--- config.mk ---
export PLATFORM = sky130hd
export DESIGN_NAME = galaksija_uart_tx_flat
export DESIGN_NICKNAME = d
export VERILOG_FILES = /design/src/rtl/galaksija_uart_pkg.sv /design/src/rtl/galaksija_uart_tx_if.sv /design/src/rtl/galaksija_tx_fifo.sv /design/src/rtl/galaksija_uart_tx.sv /design/src/flat_wrapper.sv
export SDC_FILE = /design/constraint.sdc
export NUM_CORES = 1
export LEC_CHECK = 0
export CAP_MARGIN = 20
export CORE_MARGIN = 2
export CORE_UTILIZATION = 30
export CTS_CLUSTER_DIAMETER = 40
export DETAILED_ROUTE_END_ITERATION = 10
export DONT_BUFFER_PORTS = 1
export GPL_ROUTABILITY_DRIVEN = 0
export PLACE_DENSITY = 0.4
export SETUP_SLACK_MARGIN = 0.3
export SLEW_MARGIN = 20
export SYNTH_ARGS = -nofsm -noshare
export SYNTH_HDL_FRONTEND = slang
export SYNTH_SLANG_ARGS = --single-unit
export TNS_END_PERCENT = 30
--- constraint.sdc ---
create_clock -name clk -period 3.95 [get_ports clk]
set_input_delay 0.5925 -clock clk [delete_from_list [all_inputs] [get_ports clk]]
set_output_delay 0.5925 -clock clk [all_outputs]
set_load 0.01 [all_outputs]
--- src/rtl/galaksija_uart_pkg.sv ---
// Shared definitions for the Galaksija serial console link (transmitter and receiver).
// Latency: n/a (types, constants and a pure function only).
// Backpressure: n/a.
//
// Contents:
//   uart_state_t  - frame FSM states (IDLE, START, DATA, PARITY, STOP)
//   DATA_BITS     - data bits per frame
//   eff_divider() - clocks per bit actually used for a cfg_divider value
package galaksija_uart_pkg;

  localparam int DATA_BITS = 8;

  typedef enum logic [2:0] {
    IDLE,
    START,
    DATA,
    PARITY,
    STOP
  } uart_state_t;

  // A divider of 0 would mean a zero-length bit; treat it like 1.
  function automatic logic [31:0] eff_divider(input logic [31:0] d);
    return (d == 32'd0) ? 32'd1 : d;
  endfunction

endpackage

--- src/rtl/galaksija_uart_tx_if.sv ---
// CPU-side write port of the serial transmitter.
// Latency: n/a (wires only).
// Backpressure: writer watches full; a write while full is dropped and flagged on overflow.
//
// Signals:
//   wr       - write strobe, one byte per asserted cycle (master -> slave)
//   data     - byte to send, sampled when wr=1     (master -> slave)
//   full     - FIFO full, a write now is dropped   (slave -> master)
//   overflow - one-cycle pulse after a dropped write (slave -> master)
//   busy     - frame in progress or bytes queued   (slave -> master)
interface galaksija_uart_tx_if;
  import galaksija_uart_pkg::*;

  logic                 wr;
  logic [DATA_BITS-1:0] data;
  logic                 full;
  logic                 overflow;
  logic                 busy;

  modport master (output wr, data, input full, overflow, busy);
  modport slave  (input wr, data, output full, overflow, busy);

endinterface

--- src/rtl/galaksija_tx_fifo.sv ---
// Synchronous FIFO holding bytes waiting to be serialised.
// Latency: a push at edge N is visible on dout/count/empty after edge N; dout is a direct read of the head.
// Backpressure: push ignored while full (registered); a simultaneous pop never frees room for that push.
//
// Ports:
//   clk, reset_n    - clock, synchronous active-low reset (empties the FIFO)
//   push, din       - write request and data
//   pop             - remove head (ignored when empty)
//   dout            - current head entry
//   count           - occupancy, 0..2**AW
//   full, empty     - full is registered, empty derives from the registered count
module galaksija_tx_fifo
  import galaksija_uart_pkg::*;
#(
  parameter int AW = 4,
  parameter int W  = DATA_BITS
) (
  input  logic         clk,
  input  logic         reset_n,
  input  logic         push,
  input  logic [W-1:0] din,
  input  logic         pop,
  output logic [W-1:0] dout,
  output logic [AW:0]  count,
  output logic         full,
  output logic         empty
);

  localparam int          DEPTH   = 1 << AW;
  localparam logic [AW:0] CNT_ONE = (AW+1)'(1);
  localparam logic [AW-1:0] PTR_ONE = AW'(1);
  localparam logic [AW:0] CNT_MAX = (AW+1)'(DEPTH);

  logic [W-1:0]  mem [DEPTH];
  logic [AW-1:0] wr_ptr;
  logic [AW-1:0] rd_ptr;
  logic [AW:0]   count_q;
  logic [AW:0]   count_d;
  logic          full_q;
  logic          do_push;
  logic          do_pop;

  assign do_push = push && !full_q;
  assign do_pop  = pop && (count_q != '0);

  always_comb begin
    count_d = count_q;
    if (do_push && !do_pop) begin
      count_d = count_q + CNT_ONE;
    end else if (!do_push && do_pop) begin
      count_d = count_q - CNT_ONE;
    end
  end

  always_ff @(posedge clk) begin
    if (!reset_n) begin
      wr_ptr  <= '0;
      rd_ptr  <= '0;
      count_q <= '0;
      full_q  <= 1'b0;
    end else begin
      // Pointers are AW bits wide, so they wrap modulo DEPTH on their own.
      if (do_push) wr_ptr <= wr_ptr + PTR_ONE;
      if (do_pop)  rd_ptr <= rd_ptr + PTR_ONE;
      count_q <= count_d;
      full_q  <= (count_d == CNT_MAX);
    end
  end

  // Storage needs no reset: only entries below count are ever read.
  always_ff @(posedge clk) begin
    if (do_push) mem[wr_ptr] <= din;
  end

  assign dout  = mem[rd_ptr];
  assign count = count_q;
  assign full  = full_q;
  assign empty = (count_q == '0);

endmodule

--- src/rtl/galaksija_uart_tx.sv ---
// Serial console transmitter: queues CPU bytes and shifts them out as 8N1/8N2 frames (8E1/8E2 with UART_TX_PARITY_EN).
// Latency: write accepted at edge N while idle -> pop and start bit on ser_tx from edge N+1; back-to-back frames have no gap.
// Backpressure: 16-deep queue; writes while full are dropped and reported by a one-cycle overflow pulse.
//
// Ports:
//   clk, reset_n  - clock, synchronous active-low reset (aborts any frame, ser_tx high next cycle)
//   cfg_divider   - clocks per bit, 0 and 1 both mean 1; sampled at every bit boundary
//   bus (slave)   - wr/data in, full/overflow/busy out
//   ser_tx        - serial line, idle high
// Build option: define UART_TX_PARITY_EN to append an even-parity bit after the data bits.
module galaksija_uart_tx
  import galaksija_uart_pkg::*;
#(
  parameter int FIFO_AW   = 4,
  parameter int STOP_BITS = 1
) (
  input  logic                clk,
  input  logic                reset_n,
  input  logic [31:0]         cfg_divider,
  galaksija_uart_tx_if.slave  bus,
  output logic                ser_tx
);

  // Anything other than 2 stop bits falls back to 1.
  localparam int         STOPS     = (STOP_BITS == 2) ? 2 : 1;
  localparam logic [2:0] LAST_DATA = 3'(DATA_BITS - 1);
  localparam logic [2:0] LAST_STOP = 3'(STOPS - 1);

  logic                 fifo_pop;
  logic [DATA_BITS-1:0] fifo_dout;
  logic [FIFO_AW:0]     fifo_count;
  logic                 fifo_full;
  logic                 fifo_empty;

  galaksija_tx_fifo #(
    .AW (FIFO_AW),
    .W  (DATA_BITS)
  ) u_fifo (
    .clk     (clk),
    .reset_n (reset_n),
    .push    (bus.wr),
    .din     (bus.data),
    .pop     (fifo_pop),
    .dout    (fifo_dout),
    .count   (fifo_count),
    .full    (fifo_full),
    .empty   (fifo_empty)
  );

  uart_state_t          state_q, state_d;
  logic [31:0]          baud_q, baud_d;
  logic [2:0]           idx_q, idx_d;
  logic [DATA_BITS-1:0] shreg_q, shreg_d;
  logic                 tx_q, tx_d;
  logic                 ovf_q;
  logic                 load_frame;
  logic                 baud_tick;
  logic [31:0]          bit_len_m1;
`ifdef UART_TX_PARITY_EN
  logic                 par_q, par_d;
`endif

  // The baud counter is reloaded with (bit length - 1) at each bit boundary,
  // so a bit lasts exactly eff_divider(cfg_divider) clocks and a divider
  // change only affects bits that start after it.
  assign baud_tick  = (baud_q == 32'd0);
  assign bit_len_m1 = eff_divider(cfg_divider) - 32'd1;

  always_comb begin
    state_d    = state_q;
    baud_d     = baud_q;
    idx_d      = idx_q;
    shreg_d    = shreg_q;
    tx_d       = tx_q;
    load_frame = 1'b0;
    fifo_pop   = 1'b0;
`ifdef UART_TX_PARITY_EN
    par_d      = par_q;
`endif

    if (state_q != IDLE && !baud_tick) begin
      baud_d = baud_q - 32'd1;
    end

    case (state_q)
      IDLE: begin
        load_frame = !fifo_empty;
      end
      START: begin
        if (baud_tick) begin
          tx_d    = shreg_q[0];
          idx_d   = '0;
          baud_d  = bit_len_m1;
          state_d = DATA;
        end
      end
      DATA: begin
        if (baud_tick) begin
          baud_d = bit_len_m1;
          if (idx_q == LAST_DATA) begin
            idx_d = '0;
`ifdef UART_TX_PARITY_EN
            state_d = PARITY;
            tx_d    = par_q;
`else
            state_d = STOP;
            tx_d    = 1'b1;
`endif
          end else begin
            // shreg_q[0] is the bit on the line now; [1] goes out next.
            idx_d   = idx_q + 3'd1;
            shreg_d = shreg_q >> 1;
            tx_d    = shreg_q[1];
          end
        end
      end
`ifdef UART_TX_PARITY_EN
      PARITY: begin
        if (baud_tick) begin
          idx_d   = '0;
          baud_d  = bit_len_m1;
          tx_d    = 1'b1;
          state_d = STOP;
        end
      end
`endif
      STOP: begin
        if (baud_tick) begin
          if (idx_q == LAST_STOP) begin
            // Chain straight into the next start bit when more data waits.
            if (!fifo_empty) begin
              load_frame = 1'b1;
            end else begin
              tx_d    = 1'b1;
              state_d = IDLE;
            end
          end else begin
            idx_d  = idx_q + 3'd1;
            baud_d = bit_len_m1;
          end
        end
      end
      default: begin
        tx_d    = 1'b1;
        state_d = IDLE;
      end
    endcase

    if (load_frame) begin
      fifo_pop = 1'b1;
      shreg_d  = fifo_dout;
      tx_d     = 1'b0;
      baud_d   = bit_len_m1;
      state_d  = START;
`ifdef UART_TX_PARITY_EN
      par_d    = ^fifo_dout;
`endif
    end
  end

  always_ff @(posedge clk) begin
    if (!reset_n) begin
      state_q <= IDLE;
      baud_q  <= '0;
      idx_q   <= '0;
      shreg_q <= '0;
      tx_q    <= 1'b1;
      ovf_q   <= 1'b0;
`ifdef UART_TX_PARITY_EN
      par_q   <= 1'b0;
`endif
    end else begin
      state_q <= state_d;
      baud_q  <= baud_d;
      idx_q   <= idx_d;
      shreg_q <= shreg_d;
      tx_q    <= tx_d;
      // Registered so the CPU sees a clean pulse the cycle after the drop.
      ovf_q   <= bus.wr && fifo_full;
`ifdef UART_TX_PARITY_EN
      par_q   <= par_d;
`endif
    end
  end

  assign bus.full     = fifo_full;
  assign bus.overflow = ovf_q;
  assign bus.busy     = (state_q != IDLE) || (fifo_count != '0);
  assign ser_tx       = tx_q;

endmodule
--- src/flat_wrapper.sv ---
// flat-port wrapper written by rule: the top's interface ports become plain ports
module galaksija_uart_tx_flat import galaksija_uart_pkg::*;
#(
  parameter int FIFO_AW   = 4,
  parameter int STOP_BITS = 1
)
  (clk, reset_n, cfg_divider, ser_tx, bus_wr, bus_data, bus_full, bus_overflow, bus_busy);
  galaksija_uart_tx_if bus_i ();
  input  logic clk;
  input  logic reset_n;
  input  logic [31:0] cfg_divider;
  output logic ser_tx;
  input wire logic [$bits(bus_i.wr)-1:0] bus_wr;
  input wire logic [$bits(bus_i.data)-1:0] bus_data;
  output wire logic [$bits(bus_i.full)-1:0] bus_full;
  output wire logic [$bits(bus_i.overflow)-1:0] bus_overflow;
  output wire logic [$bits(bus_i.busy)-1:0] bus_busy;
  assign bus_i.wr = bus_wr;
  assign bus_i.data = bus_data;
  assign bus_full = bus_i.full;
  assign bus_overflow = bus_i.overflow;
  assign bus_busy = bus_i.busy;
  galaksija_uart_tx #(.FIFO_AW(FIFO_AW), .STOP_BITS(STOP_BITS)) u_core (.clk(clk), .reset_n(reset_n), .cfg_divider(cfg_divider), .bus(bus_i), .ser_tx(ser_tx));
endmodule
==> summary.txt, run 1 <==
Route
  • Initial DRC Count: about 350
  • Mean routed wirelength per cell: roughly 19 µm
  • First-pass detailed-route iteration total: 4
  • DRT antenna net count: 0
  • Residual DRC: 0
  • Drt total wl: a little under 20,000 µm
  • Via Count: 5,211
  • Routed vias/inst: around 4.9

Timing
  • Max-slew headroom: about a third
  • Tmin final: about 3.2 ns
  • Pins Over Slew Limit: 0
  • Tightest Pin Transition: about 1.0 ns
  • Total Neg Setup Slack: 0 ns
  • Final period util: 80.7%
  • Fmax: approximately 310 MHz
  • Count of final setup violators: 0
  • Final hold vios: 0
  • RSZ-0062 raised after global routing: no
  • Worst Skew: 0.0145 ns

Worst setup path
  • CP startpoint kind: flop
  • Max FO, Critical Path: 16
  • Critical Path RT: 4.31 ns
  • Critical path capture point type: flop
  • Data arrival, critical path: 3.55 ns
  • Critical path class: flop to flop
  • Worst reg-to-reg path cell count: 8

CTS
  • Root Driver: clkbuf_16
  • Worst-path clk slew: roughly 0.080 ns
  • CTS Buf Count: 17
  • Postcts setup bufs: 0
  • H-tree Lvls: 4
  • CTS tree: built
  • Cts hold-fix bufs: 0
  • Clk sinks: 194
  • Max Root-Sink Buffers: 2
  • Post-cts sizing count: 0
  • Skew-Pair Late Insertion Delay: 0.44 ns

Global routing
  • Grt total ovfl: 0
  • Largest net degree at the start of global routing: 33
  • Initial antenna violation count: 0
  • Number of global-route vias before repair: 5,394
  • GRT Util Overall: around an eighth
  • First-pass GRT wire length: between 30,000 and 40,000 µm

Synth
  • Post-synthesis mux area share: 10.5%
  • Adder-cell area share of the yosys netlist: under 10%
  • Number of enable flip-flop cells after synthesis: 128
  • Yosys reg bits: between 150 and 200
  • Simple-gate portion of the synthesized area: 14.3%
  • Post-Syn Area per Cell: 13.3 µm²
  • Synth Area in Compound Gates: roughly 6.4%
  • Post-synthesis xor/xnor area fraction: under 10%
  • Largest family of logic cells by synthesized area: simple AND/OR/NAND/NOR gates
  • Post-synth cell types: between 60 and 70
  • Main synth FF type: edfxtp_1
  • Ys Warns: 0
  • Async S/R FF share, synth: 0%
  • Syn_nets: 721
  • Mapped Area: roughly 9000 µm²
  • Post-synthesis sequential area ratio: 58.3%
  • Post-Syn Instances: approximately 670

Power
  • Total design power: ~6.4 mW
  • Maximum VDD drop: approximately 0.00035 V
  • Leak Pwr: between 3 and 4 nW
  • Pwr dens: between 600 and 700 nW/µm²

Hold path
  • Hold path depth: 1
  • HP Class: input port to flop

Place
  • Hpwl dp: 13,600 µm
  • Placed Area: about 9300 µm²
  • Port Buf Inserts: 0
  • Placed insts: about 1,000

Floorplan
  • Core ar.: 28,900 µm²
  • Die Span X: between 150 and 200 µm
  • Io pins: between 40 and 50
  • Cell Rows: slightly above 60
  • Die area: slightly above 30,000 µm²
  • Starting density of the core: 30.7%
  • Die Ht: 176 µm

Cells and area
  • Fill cell count: 2,858
  • Synth-to-layout area growth: 12.2%
  • Post-route design area: about 9900 µm²
  • Ant diodes: 0
  • Non-Filler Instances: about 1,100
  • Ratio of cells with drive above 1 in the final layout: ~17%
  • Fin nets: ~720

Flow run
  • Max-cap violations: 0

Status
  • Outcome: completed
## final timing paths
check	start	to	slack, ns
hold / removal	reset_n	u_core.ser_tx	0.25
setup reg to reg	u_core.baud_q[17]	u_core.baud_q[23]	0.76
hold reg to reg	u_core.shreg_q[2]	u_core.shreg_q[2]	0.48
setup / recovery	u_core.baud_q[17]	u_core.baud_q[23]	0.76
## final cells by class
class	instances	area [µm²]	area share, %
multi-input cells	425	3500	35.2
repair buffers	11	82.6	0.831
flip-flops and latches	194	5170	52.0
clock buffers	17	425	4.28
inverters	12	45.0	0.453
clock inverters	15	240	2.42
well taps	384	480	4.83
## placed cells by master, fill, tap and decap left out, types with 11 or more instances in the layout
cell type,count
dfxtp_1,65
mux4_2,40
buf_4,11
nor3_1,28
nor2_1,49
edfxtp_1,128
ha_1,12
inv_1,12
or3_1,13
nand2_1,43
xor2_1,28
o22ai_1,28
xnor2_1,39
clkbuf_16,17
## synth_stat cells (12+ instances only)
cell | number | area [µm²]
buf_2 | 13 | 65.1
clkbuf_1 | 17 | 63.8
dfxtp_1 | 66 | 1320
edfxtp_1 | 128 | 3840
ha_1 | 12 | 150
inv_1 | 12 | 45.0
mux4_2 | 40 | 901
nand2_1 | 43 | 161
nor2_1 | 49 | 184
nor3_1 | 28 | 140
o22ai_1 | 28 | 175
or3_1 | 13 | 81.3
xnor2_1 | 39 | 342
xor2_1 | 28 | 245
## sequential cells by signal, summed over array words and instances (netlist names), named ones only
register	flops
u_core.u_fifo.mem	128
u_core.state_q	3
u_core.u_fifo.count	5
u_core.bus.overflow	1
u_core.u_fifo.full	1
u_core.u_fifo.wr_ptr	4
u_core.u_fifo.rd_ptr	4
u_core.baud_q	32
u_core.shreg_q	8
u_core.idx_q	3
u_core.ser_tx	1
## layer usage
layer	global-route usage, %	vias up	part of all wire [%]
li1	-	2508	-
met1	17.8	2633	47
met4	3.51	0	0.90
met2	22.0	59	49
met3	3.07	11	3.1
met5	0	-	0
## stage by stage
| step | hold WS, ns | utilization (%) | setup WS, ns |
|---|---|---|---|
| floorplan | 0.455 | - | 0.636 |
| global placement | 0.472 | 32.1 | 0.416 |
| detailed placement | 0.478 | 32.1 | 0.357 |
| CTS | 0.214 | 34.5 | 0.738 |
| global route | 0.213 | 34.5 | 0.506 |
| finish | 0.247 | 34.5 | 0.764 |
## cell families (layout without fill, tap and decap cells)
kind of cell    Yosys count  in the layout
mux                      43             43
fa+ha+maj                12             12
simple gates            226            226
compound gates           77             77
buf+inv                  47             55
xor+xnor                 67             67
flops                   194            194
## power breakdown
group          switching, mW  internal [mW]  leakage (nW)  total (mW)
combinational           1.02          0.823          1.06        1.85
sequential             0.238           2.39          1.70        2.63
clock                  0.848           1.09         0.321        1.94
total                   2.11           4.31          3.08        6.42
## critical path, cell delays in order (launching register included)
cell,delay (ns)
dfxtp_1,0.34
or4_1,0.57
and4bb_2,0.44
nand4_2,0.30
or2_0,0.55
nand2_2,0.21
nand2_2,0.23
buf_4,0.29
o22ai_1,0.18
No activity file was read; power rests on OpenSTA's default activity.
==> run 2: changes to the inputs <==
--- a/config.mk
+++ b/config.mk
@@ -12,7 +12,7 @@
 export DETAILED_ROUTE_END_ITERATION = 10
 export DONT_BUFFER_PORTS = 1
 export GPL_ROUTABILITY_DRIVEN = 0
-export PLACE_DENSITY = 0.4
+export PLACE_DENSITY = 0.41
 export SETUP_SLACK_MARGIN = 0.3
 export SLEW_MARGIN = 20
 export SYNTH_ARGS = -nofsm -noshare
==> constraint.sdc (replaced) <==
create_clock -name clk -period 2.76 [get_ports clk]
set_input_delay 0.414 -clock clk [delete_from_list [all_inputs] [get_ports clk]]
set_output_delay 0.414 -clock clk [all_outputs]
set_load 0.01 [all_outputs]
==> run 2 against run 1 <==
Via count increased by 5.7%; critical path depth unchanged; sequential power increased by 43%; clock power increased by 29%; non-clock buffer count increased by 56; cell area increased by 5.5%; die area unchanged; clock-buffer cell count unchanged; wire length increased by 1.5%; final cell count increased by 5.2%; core utilization increased by 1.9 points.
==> summary.txt, run 2 (same netlist as run 1, synthesis figures left out) <==
Power
  • Psw: 3.18 mW (+51%)
  • Switching part of the total power: 33.3% (+0.45 points)
  • Pwr dens: 911 nW/µm² (+41%)
  • Leak Pwr: 3.39 nW (+9.9%)
  • Maximum VDD drop: 0.000435 V (+24%)
  • Internal cell power: 6.37 mW (+48%)
  • Clock share of power: 26.3% (-3.9 points)
  • Comb pwr share: 34.3% (+5.5 points)
  • Share of power burned in registers: 39.5% (-1.5 points)

Global routing
  • First-pass GRT wire length: 32,500 µm (+4.2%)
  • Grt total ovfl: 0 (unchanged)
  • Number of global-route vias before repair: 5,844 (+8.3%)
  • GRT Util Overall: 13.7% (+0.29 points)
  • Initial antenna violation count: 0 (unchanged)
  • Largest net degree at the start of global routing: 33 (unchanged)

Timing
  • Final period util: 91.6% (+11 points)
  • Count of final setup violators: 0 (unchanged)
  • Total Neg Setup Slack: 0 ns (unchanged)
  • Fmax: 396 MHz (+26%)
  • Tmin final: 2.53 ns (-0.658 ns)
  • Final hold slack: 0.0700 ns (-0.177 ns)
  • RSZ-0062 raised after global routing: yes
  • Tightest Pin Transition: 0.589 ns (-0.430 ns)
  • Pins Over Slew Limit: 0 (unchanged)
  • PnR worst setup slack: 0.232 ns (-0.532 ns)
  • Worst Skew: 0.00969 ns (-0.00485 ns)
  • Final hold vios: 0 (unchanged)
  • Max-slew headroom: 60.7% (+29 points)

Flow run
  • Max-cap violations: 0 (unchanged)

Worst setup path
  • Data arrival, critical path: 2.84 ns (-0.71 ns)
  • WP buf/inv: 2 (+1)
  • CP startpoint kind: flop
  • Critical Path RT: 3.07 ns (-1.24 ns)
  • Critical path capture point type: flop
  • Crit path max-delay family: simple AND/OR/NAND/NOR gates
  • Crit-path cells: or4_4 > or4_4 > a211oi_4 > buf_4 > and2_4 > buf_4 > xnor2_1 > o22ai_1
  • Max FO, Critical Path: 5 (-11)
  • Slowest cell on the critical path: or4_4
  • Worst path max stage delay: 0.60 ns (+0.03 ns)
  • Critical path class: flop to flop

Cells and area
  • Largest register FFs: 128 (unchanged)
  • Area occupied by multi-input gates: 3630 µm² (+3.7%)
  • Fill cell count: 2,807 (-1.8%)
  • Largest Register: u_core.u_fifo.mem
  • Synth-to-layout area growth: 18.4%
  • Commonest non-fill, non-tap cells in the layout: edfxtp_1, dfxtp_1, buf_4
  • Regs by FF count: u_core.u_fifo.mem x128, u_core.baud_q x32, u_core.shreg_q x8
  • Fin nets: 772 (+7.8%)
  • FF+latch area: 5170 µm² (+0.15%)
  • Ratio of cells with drive above 1 in the final layout: 26.3% (+9.7 points)
  • Most common cell after layout, fill and taps aside: edfxtp_1
  • Ant diodes: 0 (unchanged)

Floorplan
  • Core ar.: 28,900 µm² (unchanged)
  • Die area: 30,900 µm² (unchanged)
  • Starting density of the core: 30.7% (unchanged)
  • Cell Rows: 62 (unchanged)
  • Die Ht: 176 µm (unchanged)
  • Die Span X: 176 µm (unchanged)
  • Io pins: 47 (unchanged)

CTS
  • Skew-Pair Late Insertion Delay: 0.43 ns (about the same)
  • Clk sinks: 194 (unchanged)
  • CTS tree: built
  • H-tree Lvls: 4 (unchanged)
  • CTS Buf Count: 17 (unchanged)
  • Root Driver: clkbuf_16
  • Cts hold-fix bufs: 0 (unchanged)
  • Max Root-Sink Buffers: 2 (unchanged)
  • Worst-path clk slew: 0.08 ns (about the same)

Route
  • Mean routed wirelength per cell: 18.1 µm (-3.5%)
  • Via Count: 5,510 (+5.7%)
  • First-pass detailed-route iteration total: 5 (+1)
  • Drt total wl: 20,100 µm (+1.5%)
  • Routed vias/inst: 4.95 (+0.51%)
  • DRT antenna net count: 0 (unchanged)
  • Initial DRC Count: 334 (-3.2%)
  • Residual DRC: 0 (unchanged)

Place
  • Hpwl dp: 14,100 µm (+3.5%)
  • Port Buf Inserts: 0 (unchanged)
  • DP Worst Slack: -0.272 ns (-0.629 ns)

Hold path
  • HP Class: input port to flop

Status
  • Outcome: completed
==> run 2: timing repair <==
item | 4_1_cts | 5_1_grt
pin swaps | 14 | 16
setup buffers | 5 | 6
endpoints found under the setup margin | 59 | 47
gates resized for setup | 18 | 17
==> run 2: stage by stage <==
step / util [%] / instances / instance area [µm²] / total power [mW]
floorplan: - / 666 / 8880 / 5.87
global placement: 33.5 / 1071 / 9680 / 6.77
detailed placement: 33.5 / 1071 / 9680 / 6.79
CTS: 36.0 / 1107 / 10400 / 9.50
global route: 36.3 / 1113 / 10500 / 10.1
finish: 36.3 / 1113 / 10500 / 9.55
==> run 2: path summary, 6_finish.rpt <==
kind	startpoint	to	slack, ns	depth (start not counted)
setup / recovery	u_core.baud_q[5]	u_core.baud_q[26]	0.23	8
hold / removal	bus_data[3]	u_core.u_fifo.mem[10][3]	0.07	0
setup reg to reg	u_core.baud_q[5]	u_core.baud_q[26]	0.23	8
hold reg to reg	u_core.shreg_q[2]	u_core.shreg_q[2]	0.48	2
==> run 2: area by class of cell <==
cell class / instances / area share [%]
Clock buffer: 17 / 4.06
Clock inverter: 14 / 1.56
Inverter: 12 / 0.429
Multi-Input combinational cell: 425 / 34.6
Sequential cell: 194 / 49.3
Tap cell: 384 / 4.58
Timing Repair Buffer: 67 / 5.42
==> run 2: per-layer routing <==
| metal | share of wire [%] | global-route usage (%) |
|---|---|---|
| met2 | 49 | 22.9 |
| met3 | 4.0 | 3.05 |
| met1 | 46 | 17.8 |
| met4 | 1.1 | 3.72 |
| met5 | 0 | 0 |
==> run 2: power by group through the flow <==
stage / clock [mW] / combinational, mW / sequential [mW]
CTS: 2.56 / 3.19 / 3.75
floorplan: 0 / 2.17 / 3.71
detailed placement: 0 / 2.98 / 3.81
finish: 2.51 / 3.27 / 3.77
global route: 2.69 / 3.62 / 3.82
global placement: 0 / 2.98 / 3.80
